$ cat config.mk
export PLATFORM = sky130hd
export DESIGN_NAME = wd_service_sequencer_flat
export DESIGN_NICKNAME = d
export VERILOG_FILES = /design/src/rtl/wd_seq_pkg.sv /design/src/rtl/wd_service_sequencer_if.sv /design/src/rtl/wd_window_timer.sv /design/src/rtl/wd_service_sequencer.sv /design/src/flat_wrapper.sv
export SDC_FILE = /design/constraint.sdc
export NUM_CORES = 1
export LEC_CHECK = 0
export ABC_AREA = 1
export BUFFER_PORTS_ARGS = -buffer_cell sky130_fd_sc_hd__buf_4
export CAP_MARGIN = 20
export CORE_MARGIN = 3
export CORE_UTILIZATION = 60
export CTS_CLUSTER_SIZE = 14
export DETAILED_ROUTE_END_ITERATION = 10
export PLACE_DENSITY = 0.9
export SLEW_MARGIN = 20
export SYNTH_ARGS = -nofsm -noshare
export SYNTH_HDL_FRONTEND = slang
export SYNTH_SLANG_ARGS = --single-unit
$ cat constraint.sdc
create_clock -name CLK -period 4.5 [get_ports CLK]
set_clock_uncertainty 0.2 [all_clocks]
set_input_delay 0.45 -clock CLK [delete_from_list [all_inputs] [get_ports CLK]]
set_output_delay 0.45 -clock CLK [all_outputs]
set_load 0.03 [all_outputs]
$ cat src/rtl/wd_seq_pkg.sv
// Shared types, bus codes and constants for the watchdog service sequencer.
package wd_seq_pkg;

  typedef enum logic [2:0] {StIdle, StUnlk1, StUnlk2, StSlot, StRun} state_e;
  typedef enum logic [1:0] {OpCfg, OpInit, OpKick} op_e;

  localparam logic [7:0] UNLK_A   = 8'hAA;
  localparam logic [7:0] UNLK_B   = 8'h55;
  localparam logic [7:0] CMD_INIT = 8'h08;
  localparam logic [7:0] CMD_KICK = 8'h04;

  // Kick SLOT1 must trail the previous SLOT4 by the two unlock cycles.
  localparam logic [8:0] MIN_TGT  = 9'd6;

  localparam logic [1:0] ABUS_FRAME = 2'b00;
  localparam logic [1:0] ABUS_SERV  = 2'b01;
  localparam logic [1:0] ABUS_CTRL  = 2'b10;
  localparam logic [1:0] ABUS_RLIM  = 2'b11;

  localparam logic [1:0] IDLE_ABUS = ABUS_CTRL;
  localparam logic [7:0] IDLE_DBUS = 8'h00;

  // Midpoint of the open window: S + ((F - S) >> 1), 9-bit intermediate.
  function automatic logic [8:0] calc_tgt(input logic [7:0] f, input logic [7:0] s);
    logic [8:0] w_diff;
    w_diff = {1'b0, f} - {1'b0, s};
    return {1'b0, s} + {1'b0, w_diff[8:1]};
  endfunction

endpackage

$ cat src/rtl/wd_service_sequencer_if.sv
// Watchdog register bus: sequencer drives ABUS/DBUS, watchdog returns RSTOUT.
interface wd_service_sequencer_if;
  logic [1:0] ABUS;
  logic [7:0] DBUS;
  logic       WD_RSTOUT;

  modport master (output ABUS, output DBUS, input WD_RSTOUT);
  modport slave  (input ABUS, input DBUS, output WD_RSTOUT);
endinterface

$ cat src/rtl/wd_window_timer.sv
// Service-window timer: saturating t counter and kick-scheduling compare.
module wd_window_timer
  import wd_seq_pkg::*;
(
  input  logic       i_clk,
  input  logic       i_rst,
  input  logic       i_clr,
  input  logic       i_late,
  input  logic [7:0] i_frame,
  input  logic [7:0] i_serv,
  output logic       o_fire
);

  logic [7:0] r_t;
  logic [8:0] w_target;

  always_ff @(posedge i_clk) begin
    if (i_rst || i_clr) begin
      r_t <= 8'd0;
    end else if (r_t != 8'hFF) begin
      r_t <= r_t + 8'd1;
    end
  end

  assign w_target = i_late ? {1'b0, i_frame} : calc_tgt(i_frame, i_serv);

  // Fire three cycles ahead so UNLK1 shows at target-2 and SLOT1 at target.
  assign o_fire = (({1'b0, r_t} + 9'd3) == w_target);

endmodule

$ cat src/rtl/wd_service_sequencer.sv
// Watchdog service sequencer: unlock/config/init, then periodic kicks in RUN.
// Optional WDSEQ_FAULT_INJ_EN adds INJ_LATE to push one kick out to t == F.
module wd_service_sequencer
  import wd_seq_pkg::*;
(
  input  logic                  CLK,
  input  logic                  RST,
  input  logic                  START,
  input  logic                  STOP,
  input  logic [7:0]            CFG_FRAME,
  input  logic [7:0]            CFG_SERV,
  input  logic [7:0]            CFG_RLIM,
`ifdef WDSEQ_FAULT_INJ_EN
  input  logic                  INJ_LATE,
`endif
  wd_service_sequencer_if.master wd,
  output logic                  BUSY,
  output logic                  RUNNING,
  output logic                  ERR_CFG,
  output logic                  FAULT,
  output logic [15:0]           KICK_CNT
);

  state_e      r_state;
  op_e         r_op;
  logic [1:0]  r_slot;
  logic [7:0]  r_frame, r_serv, r_rlim;
  logic [1:0]  r_abus;
  logic [7:0]  r_dbus;
  logic        r_busy, r_running, r_err, r_fault;
  logic [15:0] r_kick_cnt;

  logic w_cfg_ok, w_fire, w_clr, w_late;

  assign w_cfg_ok = ({1'b0, CFG_FRAME} >= ({1'b0, CFG_SERV} + 9'd2)) &&
                    (calc_tgt(CFG_FRAME, CFG_SERV) >= MIN_TGT);

  // t restarts in the cycle INIT/KICK SLOT1 is on the bus.
  assign w_clr = (r_state == StUnlk2) && (r_op != OpCfg);

  function automatic logic [9:0] slot_bus(input op_e op, input logic [1:0] slot,
                                          input logic [7:0] f, input logic [7:0] s,
                                          input logic [7:0] r);
    logic [9:0] w_bus;
    w_bus = {IDLE_ABUS, IDLE_DBUS};
    case (op)
      OpCfg: begin
        case (slot)
          2'd0:    w_bus = {ABUS_FRAME, f};
          2'd1:    w_bus = {ABUS_SERV, s};
          2'd2:    w_bus = {ABUS_RLIM, r};
          default: w_bus = {ABUS_CTRL, 8'h00};
        endcase
      end
      OpInit:  if (slot == 2'd0) w_bus = {ABUS_CTRL, CMD_INIT};
      OpKick:  if (slot == 2'd0) w_bus = {ABUS_CTRL, CMD_KICK};
      default: w_bus = {IDLE_ABUS, IDLE_DBUS};
    endcase
    return w_bus;
  endfunction

`ifdef WDSEQ_FAULT_INJ_EN
  logic r_armed;
  always_ff @(posedge CLK) begin
    if (RST || r_state == StIdle) begin
      r_armed <= 1'b0;
    end else if (r_state == StUnlk2 && r_op == OpKick) begin
      r_armed <= 1'b0;
    end else if (r_running && INJ_LATE) begin
      r_armed <= 1'b1;
    end
  end
  assign w_late = r_armed;
`else
  assign w_late = 1'b0;
`endif

  wd_window_timer u_timer (
    .i_clk   (CLK),
    .i_rst   (RST),
    .i_clr   (w_clr),
    .i_late  (w_late),
    .i_frame (r_frame),
    .i_serv  (r_serv),
    .o_fire  (w_fire)
  );

  always_ff @(posedge CLK) begin
    if (RST) begin
      r_state    <= StIdle;
      r_op       <= OpCfg;
      r_slot     <= 2'd0;
      r_frame    <= 8'h00;
      r_serv     <= 8'h00;
      r_rlim     <= 8'h00;
      r_abus     <= IDLE_ABUS;
      r_dbus     <= IDLE_DBUS;
      r_busy     <= 1'b0;
      r_running  <= 1'b0;
      r_err      <= 1'b0;
      r_fault    <= 1'b0;
      r_kick_cnt <= 16'h0000;
    end else if (r_busy && wd.WD_RSTOUT) begin
      r_state   <= StIdle;
      r_abus    <= IDLE_ABUS;
      r_dbus    <= IDLE_DBUS;
      r_busy    <= 1'b0;
      r_running <= 1'b0;
      r_fault   <= 1'b1;
    end else begin
      case (r_state)
        StIdle: begin
          if (START) begin
            if (w_cfg_ok) begin
              r_frame <= CFG_FRAME;
              r_serv  <= CFG_SERV;
              r_rlim  <= CFG_RLIM;
              r_err   <= 1'b0;
              r_fault <= 1'b0;
              r_op    <= OpCfg;
              r_state <= StUnlk1;
              r_abus  <= ABUS_FRAME;
              r_dbus  <= UNLK_A;
              r_busy  <= 1'b1;
            end else begin
              r_err <= 1'b1;
            end
          end
        end
        StUnlk1: begin
          r_state <= StUnlk2;
          r_abus  <= ABUS_FRAME;
          r_dbus  <= UNLK_B;
        end
        StUnlk2: begin
          r_state          <= StSlot;
          r_slot           <= 2'd0;
          {r_abus, r_dbus} <= slot_bus(r_op, 2'd0, r_frame, r_serv, r_rlim);
          if (r_op == OpKick) r_kick_cnt <= r_kick_cnt + 16'd1;
        end
        StSlot: begin
          if (r_slot != 2'd3) begin
            r_slot           <= r_slot + 2'd1;
            {r_abus, r_dbus} <= slot_bus(r_op, r_slot + 2'd1, r_frame, r_serv, r_rlim);
          end else if (STOP) begin
            r_state   <= StIdle;
            r_abus    <= IDLE_ABUS;
            r_dbus    <= IDLE_DBUS;
            r_busy    <= 1'b0;
            r_running <= 1'b0;
          end else if (r_op == OpCfg) begin
            r_op    <= OpInit;
            r_state <= StUnlk1;
            r_abus  <= ABUS_FRAME;
            r_dbus  <= UNLK_A;
          end else begin
            r_running <= 1'b1;
            if (w_fire) begin
              r_op    <= OpKick;
              r_state <= StUnlk1;
              r_abus  <= ABUS_FRAME;
              r_dbus  <= UNLK_A;
            end else begin
              r_state <= StRun;
              r_abus  <= IDLE_ABUS;
              r_dbus  <= IDLE_DBUS;
            end
          end
        end
        StRun: begin
          if (STOP) begin
            r_state   <= StIdle;
            r_busy    <= 1'b0;
            r_running <= 1'b0;
          end else if (w_fire) begin
            r_op    <= OpKick;
            r_state <= StUnlk1;
            r_abus  <= ABUS_FRAME;
            r_dbus  <= UNLK_A;
          end
        end
        default: r_state <= StIdle;
      endcase
    end
  end

  assign wd.ABUS  = r_abus;
  assign wd.DBUS  = r_dbus;
  assign BUSY     = r_busy;
  assign RUNNING  = r_running;
  assign ERR_CFG  = r_err;
  assign FAULT    = r_fault;
  assign KICK_CNT = r_kick_cnt;

endmodule

$ cat src/flat_wrapper.sv
// flat-port wrapper written by rule: the top's interface ports become plain ports
module wd_service_sequencer_flat import wd_seq_pkg::*;
  (CLK, RST, START, STOP, CFG_FRAME, CFG_SERV, CFG_RLIM, BUSY, RUNNING, ERR_CFG, FAULT, KICK_CNT, wd_ABUS, wd_DBUS, wd_WD_RSTOUT);
  wd_service_sequencer_if wd_i ();
  input  logic CLK;
  input  logic RST;
  input  logic START;
  input  logic STOP;
  input  logic [7:0] CFG_FRAME;
  input  logic [7:0] CFG_SERV;
  input  logic [7:0] CFG_RLIM;
  output logic BUSY;
  output logic RUNNING;
  output logic ERR_CFG;
  output logic FAULT;
  output logic [15:0] KICK_CNT;
  output wire logic [$bits(wd_i.ABUS)-1:0] wd_ABUS;
  output wire logic [$bits(wd_i.DBUS)-1:0] wd_DBUS;
  input wire logic [$bits(wd_i.WD_RSTOUT)-1:0] wd_WD_RSTOUT;
  assign wd_ABUS = wd_i.ABUS;
  assign wd_DBUS = wd_i.DBUS;
  assign wd_i.WD_RSTOUT = wd_WD_RSTOUT;
  wd_service_sequencer u_core (.CLK(CLK), .RST(RST), .START(START), .STOP(STOP), .CFG_FRAME(CFG_FRAME), .CFG_SERV(CFG_SERV), .CFG_RLIM(CFG_RLIM), .wd(wd_i), .BUSY(BUSY), .RUNNING(RUNNING), .ERR_CFG(ERR_CFG), .FAULT(FAULT), .KICK_CNT(KICK_CNT));
endmodule
After elaboration in Yosys (flattened, before gate mapping) --
Index checks and enable logic that the tools add are counted.
Cells by class: $lt $le $gt $ge 2, bitwise operators 1, muxes and demuxes 55, equality and inequality tests 21, add/subtract/negate cells 9, reduce and logical (&&, ||, !) cells 26
Operators with widths (number):
- one-hot mux 10 bit (3 select lines) | 3
- two-way mux 8 bit | 8
- one-hot mux 8 bit (5 select lines) | 1
- two-way mux 2 bit | 14
- two-way mux 3 bit | 9
- adder 8 x 2 -> 9 bit, second input constant | 2
- adder 8 x 8 -> 9 bit | 2
- subtractor 8 x 8 -> 9 bit | 2
- adder 16 x 1 -> 16 bit, second input constant | 1
- AND reduction 4 bit | 4
- one-hot mux 3 bit (5 select lines) | 1
- != test 2 bit, second input constant | 7
- two-way mux 1 bit | 13
- AND reduction 3 bit | 4
- nonzero test 2 bit | 6
- one-hot mux 2 bit (5 select lines) | 1
- == test 9 bit | 1
- >= comparator 8 x 9 -> 1 bit | 1
- >= comparator 9 x 3 -> 1 bit, second input constant | 1
- adder 8 x 1 -> 8 bit, second input constant | 1
- != test 8 bit, second input constant | 1
- AND reduction 7 bit | 1
- == test 3 x 2 -> 1 bit, second input constant | 2
- != test 3 bit, second input constant | 2
- 20 further kinds | 26
Storage, ports and cells: logic and storage cells 128, output and inout port bits 30, bits in registers 69, input bits 29

Logic depth before layout (Yosys ltp) --
Gate-level depths: netlist (run 1).
depth in word-level cells 8, depth in mapped cells 26, gate-level depth less buffers 26

By module --
From an unflattened synthesis (run 1), not the netlist that was laid out.
Second synthesis, totals: cell total of the unflattened synthesis 823, area, all modules 5481.5 um2
Modules (own cells, without submodules):
- wd_service_sequencer | area each 3983.8 um2, times used 1, sequential area each 1221.2 um2, cells each 562
- wd_window_timer | area each 1497.7 um2, times used 1, sequential area each 160.2 um2, cells each 261

Least setup slack after synthesis (run 1) --
Ideal clock, no wire load.
kind input -> register, from input port CFG_FRAME[0], to register u_core.r_frame[0], stages on the path 22, arrival time 3.019 ns, library setup time 0.119 ns, buffers on the path 2, slack 1.161 ns, data required time 4.181 ns, cell sequence inv_1 ha_1 inv_1 fa_1 nand3_1 nand2_1 a21oi_1 o21ai_0 a21o_1 a21oi_1 ha_1 nor2_1 nand2_1 nor2_1 o211ai_1 o21a_1 nand2_1 inv_1 nand2_1 buf_4 buf_2 a21oi_1
On the way: longest elaborated chain between the ends 5, elaborated cells between the ends (all ways) 6, those cells by class add/sub: 2; order compare: 2; reduce/logical: 2
RTL lines:
- from (decl) | line flat_wrapper.sv:9 | input logic [7:0] CFG_FRAME;
- subtractor 8 x 8 -> 9 bit | line wd_seq_pkg.sv:26 | w_diff = {1'b0, f} - {1'b0, s};
- adder 8 x 8 -> 9 bit | line wd_seq_pkg.sv:27 | return {1'b0, s} + {1'b0, w_diff[8:1]};
- >= comparator 9 x 3 -> 1 bit | line wd_service_sequencer.sv:36 | (calc_tgt(CFG_FRAME, CFG_SERV) >= MIN_TGT);
- logical AND 1 bit | line wd_service_sequencer.sv:35 | assign w_cfg_ok = ({1'b0, CFG_FRAME} >= ({1'b0, CFG_SERV} + 9'd2)) &&
- AND reduction 4 bit (no line)
- to (signal assigned) | line wd_service_sequencer.sv:93 | r_frame <= 8'h00;
- to (signal assigned) | line wd_service_sequencer.sv:115 | r_frame <= CFG_FRAME;
- to (decl) | line wd_service_sequencer.sv:27 | logic [7:0] r_frame, r_serv, r_rlim;
Several ways; a longest one is shown, not always the timed one. A chain may end at the register's enable or synchronous reset.

Worst setup path after layout (run 1) --
from register u_core.r_serv[0], to register u_core.r_abus[1], in the netlist u_core.wd.ABUS[1]
On the way: longest elaborated chain between the ends 8, elaborated cells between the ends (all ways) 10, those cells by class add/sub: 2; eq/ne: 2; mux: 5; reduce/logical: 1
RTL lines:
- from (decl) | line wd_service_sequencer.sv:27
- from (signal assigned) | line wd_service_sequencer.sv:94 | r_serv <= 8'h00;
- from (signal assigned) | line wd_service_sequencer.sv:116 | r_serv <= CFG_SERV;
- subtractor 8 x 8 -> 9 bit | line wd_seq_pkg.sv:26
- adder 8 x 8 -> 9 bit (*) | line wd_seq_pkg.sv:27
- == test 9 bit (*) | line wd_window_timer.sv:28 | assign o_fire = (({1'b0, r_t} + 9'd3) == w_target);
- two-way mux 2 bit | line wd_service_sequencer.sv:158 | if (w_fire) begin
- two-way mux 2 bit | line wd_service_sequencer.sv:151 | end else if (r_op == OpCfg) begin
- two-way mux 2 bit | line wd_service_sequencer.sv:145 | end else if (STOP) begin
- two-way mux 2 bit | line wd_service_sequencer.sv:142 | if (r_slot != 2'd3) begin
- one-hot mux 2 bit (5 select lines) | line wd_service_sequencer.sv:111 | case (r_state)
- to (signal assigned) | line wd_service_sequencer.sv:138 | {r_abus, r_dbus} <= slot_bus(r_op, 2'd0, r_frame, r_serv, r_rlim);
- to (signal assigned) | line wd_service_sequencer.sv:144 | {r_abus, r_dbus} <= slot_bus(r_op, r_slot + 2'd1, r_frame, r_serv, r_rlim);
- to (decl) | line wd_service_sequencer.sv:28 | logic [1:0] r_abus;
Every way passes the cells marked *; elsewhere a longest branch is shown, timed or not.

==> metrics.md, run 1 <==
| Metric | Value |
|---|---|
| Outcome | finished clean |
| Synth area leader | dfxtp_1 |
| Routability Congestion | 0.957 |
| Total CTS buffers | 9 |
| Root Driver | clkbuf_8 |
| Largest fanout on the critical path | 6 |
| DRT Wirelength | between 10 and 15 mm |
| Clock network power share | between 10% and 20% |
| Final core utilization | 70.6% |
| Worst setup path category | flip-flop to flip-flop |
| Vias | 5173 |
| Syn Inst Count | 772 |
| Largest net degree at the start of global routing | between 40 and 50 |
| Mean Syn Cell Area | between 6 and 7 um2 |
| Register area share after synthesis | 26.4% |
| Unrepaired setup endpoints after global routing | false |
| Flop pwr share | 25.8% |
| Nets | roughly 910 |
| Final min period | ~4 ns |
| DRT antenna net count | 0 |
| Main synth FF type | dfxtp_1 |
| Setup TNS | 0 ns |
| Top cells by area, synth | dfxtp_1, ha_1, nand2_1 |
| Gr usage total | between 20% and 30% |
| Synth unique cells | 46 |
| Reg clk slew, reported paths | 0.08 ns |
| Final setup viols | 0 |
| Die ar. | roughly 10000 um2 |
| Slew @ Worst Pin | 0.969 ns |
| Final Hold Fails | 0 |
| Most common cell after layout, fill and taps aside | nand2_1 |
| CTS max path bufs | 2 |
| Synthesis Warnings | 0 |
| Asr flop ratio synth | 0% |
| Cell area after synthesis | about 5200 um2 |
| MaxCap Viol Count | 0 |
| Worst Path Required | around 4.5 ns |
| Internal Power | 1570 uW |
| Vias per cell | approximately 5.5 |
| Share of post-route cells with drive strength above 1 | 12.6% |
| Die X | 99.4 um |
| Net Switching | about 1500 uW |
| Gr ovfl total | 0 |
| Synth top area share | between 20% and 30% |
| Worst-Skew Late Latency | about 0.36 ns |
| Worst EP arrival | a little over 4 ns |
| Power Density | 522 nW/um2 |
| Crit end category | flip-flop |
| Synth Area in Adders | approximately 14% |
| Post-cts repair resize count | 0 |
| Dpl cells | just over 900 |
| Area grow syn2layout | 12.6% |
| Core area | ~8300 um2 |
| Post-DP HPWL | 10.5 mm |
| Final Hold Slack | 0.150 ns |
| Simple logic cell fraction of the synthesized area | approximately a quarter |
| Post-DR wirelength/cell | 14.2 um |
| Final Max Slew Viols | 0 |
| Xor and xnor fraction of the mapped netlist area | under 10% |
| Startpoint Class | flip-flop |
| Max-slew headroom | 35.3% |
| Initial Util | between 60% and 70% |
| Largest family of logic cells by synthesized area | simple AND/OR/NAND/NOR gates |
| Ports | 59 |
| Number of flops mapped to enable cells by yosys | 0 |
| PortBufs | 58 |
| Static Leak | ~0.0029 uW |
| First-pass GRT wire length | approximately 22 mm |
| Length of the first detailed-routing pass in iterations | 5 |
| Number of DRC markers in iteration 0 | 323 |
| Vias in the first global route | 4943 |
| Fmax | 248 MHz |
| # DRC | 0 |
| Combinational power share | about 60% |
| Mux contribution to synthesized area | 0% |
| Die Y | a little under 100 um |
| Synth Net Count | approximately 860 |
| Commonest non-fill, non-tap cells in the layout | nand2_1, inv_1, a21oi_1 |
| CTS Hold Bufs | 0 |
| N_diodes | 0 |
| Post-synthesis compound-gate area fraction | between 10% and 20% |
| Post-CTS setup buffers | 0 |
| H-tree level count | 3 |
| Worst IR Drop VDD | about 0.00024 V |
| Switching Share | about 49% |
| CTS tree | yes |
| Initial antenna violation count | 0 |
| Clock sink count | slightly below 70 |
| Hold WC Path Type | primary input to flip-flop |
| Final period util | between 80% and 90% |
| Synth Register Bits | between 60 and 70 |
| Finished Layout Cells | around 940 |
| Row count | 33 |
synthesized netlist by cell type, drive strengths merged, types with 2 or more instances:
master,instances
a211oi,4
a21o,2
a21oi,79
a31oi,3
and3,2
buf,11
clkbuf,4
dfxtp,69
fa,4
ha,52
inv,145
nand2,154
nand3,47
nand4,5
nor2,71
nor3,12
nor4,2
o211ai,5
o21a,3
o21ai,52
o21bai,3
o22ai,7
xnor2,11
xor2,16
layout make-up:
class,instances,area (um2)
clock inverter,7,56.3
multi-input combinational,543,3210
fill,696,2450
tap,105,131
timing repair buffer,59,443
sequential,69,1380
clock buffer,9,124
inverter,145,544
critical path, cell delays in order (launching register included):
cell and delay (ns):
dfxtp_1 0.35, inv_1 0.11, nor2_1 0.09, fa_1 0.41, o21ai_0 0.35, a21oi_1 0.11
o21ai_0 0.31, xnor2_1 0.16, inv_1 0.08, ha_1 0.35, a21oi_1 0.24, o21a_1 0.19
nand2_1 0.06, o21ai_0 0.07, nand2_1 0.07, inv_1 0.10, nand3_4 0.15, nand2_1 0.11
nand2_1 0.08, a21oi_1 0.21, nand3_1 0.09
power by group through the flow:
| stage | registers [uW] | clock network [uW] | logic [uW] |
|---|---|---|---|
| detailed placement | 804 | 0 | 1780 |
| CTS | 790 | 474 | 1800 |
| global placement | 799 | 0 | 1710 |
| global route | 802 | 502 | 2040 |
| finish | 792 | 468 | 1820 |
| floorplan | 865 | 0 | 1300 |
through the flow:
step / power (uW) / setup WS (ns) / instance area [um2]
floorplan: 2170 / 1.16 / 5230
global placement: 2510 / 0.598 / 5710
detailed placement: 2590 / 0.334 / 5710
CTS: 3070 / 0.535 / 5890
global route: 3340 / 0.143 / 5890
finish: 3080 / 0.468 / 5890
registers in the layout (all words and copies together), names as in the netlist:
name                cells
u_core.BUSY             1
u_core.r_slot           2
u_core.wd.DBUS          8
u_core.ERR_CFG          1
u_core.r_serv           8
u_core.r_state          3
u_core.u_timer.r_t      8
u_core.r_frame          8
u_core.RUNNING          1
u_core.FAULT            1
u_core.wd.ABUS          2
u_core.r_rlim           8
u_core.r_op             2
u_core.KICK_CNT        16
path summary, 6_finish.rpt:
kind,cells after the start,start,slack (ns),end
worst min-delay path,2,RST,0.15,u_core.r_frame[2]
worst max-delay path,20,u_core.r_serv[0],0.47,u_core.wd.ABUS[1]
worst min register to register,2,u_core.wd.DBUS[2],0.27,u_core.wd.DBUS[2]
worst max register to register,20,u_core.r_serv[0],0.47,u_core.wd.ABUS[1]
cell families after synthesis:
| kind of cell | Yosys count |
|---|---|
| flops | 69 |
| fa+ha+maj | 56 |
| simple gates | 296 |
| buf+inv | 160 |
| xor+xnor | 27 |
| compound gates | 164 |
per-layer routing:
metal | track usage, % | wire length [um]
met5 | 0 | 0
met4 | 8.51 | 321
met3 | 6.80 | 947
met2 | 45.2 | 6300
met1 | 34.0 | 5760
No activity file was read; power rests on OpenSTA's default activity.
==> inputs of run 2 (changes only) <==
==> constraint.sdc (replaced) <==
create_clock -name CLK -period 5.07 [get_ports CLK]
set_clock_uncertainty 0.2 [all_clocks]
set_input_delay 0.507 -clock CLK [delete_from_list [all_inputs] [get_ports CLK]]
set_output_delay 0.507 -clock CLK [all_outputs]
set_load 0.03 [all_outputs]
==> run 2 against run 1 <==
Compared with the run above: critical path type unchanged; cell area rose by 0.42%; cell count did not move; count of clock-buffer cells in the layout did not move; hold slack improved by 0.030 ns; critical path depth rose by 5; combinational power fell by 12%; register-to-register slack improved by 0.58 ns; sequential cell count did not move.
==> metrics.md, run 2 (synthesis results as in run 1) <==
| Metric | Value |
|---|---|
| Die ar. | 9870 um2 |
| Length of the first detailed-routing pass in iterations | 7 |
| DRT Wirelength | between 10 and 15 mm |
| Final min period | 4.02 ns |
| Fmax | about 250 MHz |
| Die X | 99.4 um |
| N_diodes | 0 |
| Share of post-route cells with drive strength above 1 | ~13% |
| Slew @ Worst Pin | between 1 and 1.5 ns |
| Post-DR wirelength/cell | 14.3 um |
| Row count | 33 |
| # DRC | 0 |
| Final setup viols | 0 |
| Core area | between 8000 and 9000 um2 |
| Initial antenna violation count | 0 |
| Root Driver | clkbuf_8 |
| Post-CTS setup buffers | 0 |
| Number of DRC markers in iteration 0 | approximately 330 |
| Ports | between 50 and 60 |
| CTS tree | yes |
| Vias | between 5000 and 6000 |
| Vias in the first global route | ~4900 |
| Worst EP arrival | about 4.1 ns |
| Largest fanout on the critical path | 6 |
| First-pass GRT wire length | ~22 mm |
| Total CTS buffers | 9 |
| Final Hold Fails | 0 |
| Reg clk slew, reported paths | about 0.090 ns |
| Worst IR Drop VDD | roughly 0.00023 V |
| Area grow syn2layout | 13.1% |
| Most common cell after layout, fill and taps aside | nand2_1 |
| Worst setup path category | flip-flop to flip-flop |
| Worst-Skew Late Latency | ~0.37 ns |
| Gr ovfl total | 0 |
| Static Leak | 0.00287 uW |
| CTS max path bufs | 2 |
| DRT antenna net count | 0 |
| Outcome | finished clean |
| Final Max Slew Viols | 0 |
| Crit end category | flip-flop |
| Max reg flops | 16 |
| PortBufs | between 50 and 60 |
| Setup TNS | 0 ns |
| Clock sink count | 69 |
| Startpoint Class | flip-flop |
| Hold WC Path Type | primary input to flip-flop |
| Routability Congestion | between 0.9 and 1 |
| Largest net degree at the start of global routing | 43 |
| Vias per cell | 5.57 |
| Max-slew headroom | 32.9% |
| Final Hold Slack | roughly 0.18 ns |
| Initial Util | around 63% |
| Post-DP HPWL | 10.4 mm |
| Unrepaired setup endpoints after global routing | false |
| H-tree level count | 3 |
| Nets | 912 |
| Final period util | around 80% |
| CTS Hold Bufs | 0 |
| Post-cts repair resize count | 0 |
| Commonest non-fill, non-tap cells in the layout | nand2_1, inv_1, a21oi_1 |
| Die Y | around 99 um |
| Gr usage total | about 27% |
| Worst Path Required | around 5.1 ns |
| Power Density | 471 nW/um2 |
| MaxCap Viol Count | 0 |
-- run 2: cell types whose count changed in the layout (fill, tap and decap cells not counted) --
cell and delta:
clkinv_4 -2, inv_8 +1, bufinv_16 +1, clkinvlp_4 +2
inv_6 -1, clkinv_2 -1
-- run 2: cell type report --
type / count / area, um2
clock buffer: 9 / 124
timing repair buffer: 59 / 443
fill: 677 / 2420
clock inverter: 7 / 81.3
tap: 105 / 131
sequential: 69 / 1380
multi-input combinational: 543 / 3210
inverter: 145 / 544
-- run 2: worst max-delay path, stage by stage (launching register included) --
cell and delay [ns]:
dfxtp_1 0.47, inv_1 0.14, ha_1 0.32, nand2_1 0.05, o21ai_0 0.27, a21oi_1 0.11, o21bai_1 0.24, nand2_1 0.08
nand2_1 0.06, a21oi_1 0.07, xnor2_1 0.20, ha_1 0.32, nand2_1 0.11, inv_1 0.04, nor2_1 0.11, nand2_2 0.07
nand2_1 0.07, nand2_1 0.06, nand3_2 0.10, nor2_4 0.05, nand3_4 0.13, nand2_1 0.09, nand2_1 0.10, nand2_1 0.11
a21oi_1 0.25, nor2_1 0.07
-- run 2: path summary, 6_finish.rpt --
| kind | startpoint | slack (ns) | cells past startpoint | end |
|---|---|---|---|---|
| max | u_core.r_serv[1] | 1.05 | 25 | u_core.wd.DBUS[5] |
| min | RST | 0.18 | 2 | u_core.r_frame[2] |
| max reg2reg | u_core.r_serv[1] | 1.05 | 25 | u_core.wd.DBUS[5] |
| min reg2reg | u_core.wd.DBUS[0] | 0.26 | 2 | u_core.wd.DBUS[0] |
-- run 2: routing by layer --
layer / track usage (%) / vias to the layer above / share of wire (%)
li1: - / 2602 / -
met3: 4.91 / 32 / 7.7
met2: 46.2 / 222 / 47
met1: 34.9 / 2363 / 43
met4: 9.35 / 0 / 2.2
met5: 0 / - / 0
-- run 2: through the flow --
stage | setup WS, ns | power (uW) | instance area, um2 | utilization (%) | std cells
floorplan | 1.67 | 1930 | 5230 | - | 772
global placement | 1.11 | 2230 | 5710 | 68.5 | 921
detailed placement | 1.00 | 2290 | 5710 | 68.5 | 921
CTS | 1.14 | 2770 | 5920 | 70.9 | 937
global route | 0.809 | 3020 | 5920 | 70.9 | 937
finish | 1.05 | 2790 | 5920 | 70.9 | 937
-- run 2: power breakdown --
group          internal [uW]  total (uW)  leakage, uW  switching [uW]
logic                    581        1600      0.00222            1020
registers                633         705     0.000562            72.2
clock network            234         482    0.0000944             249
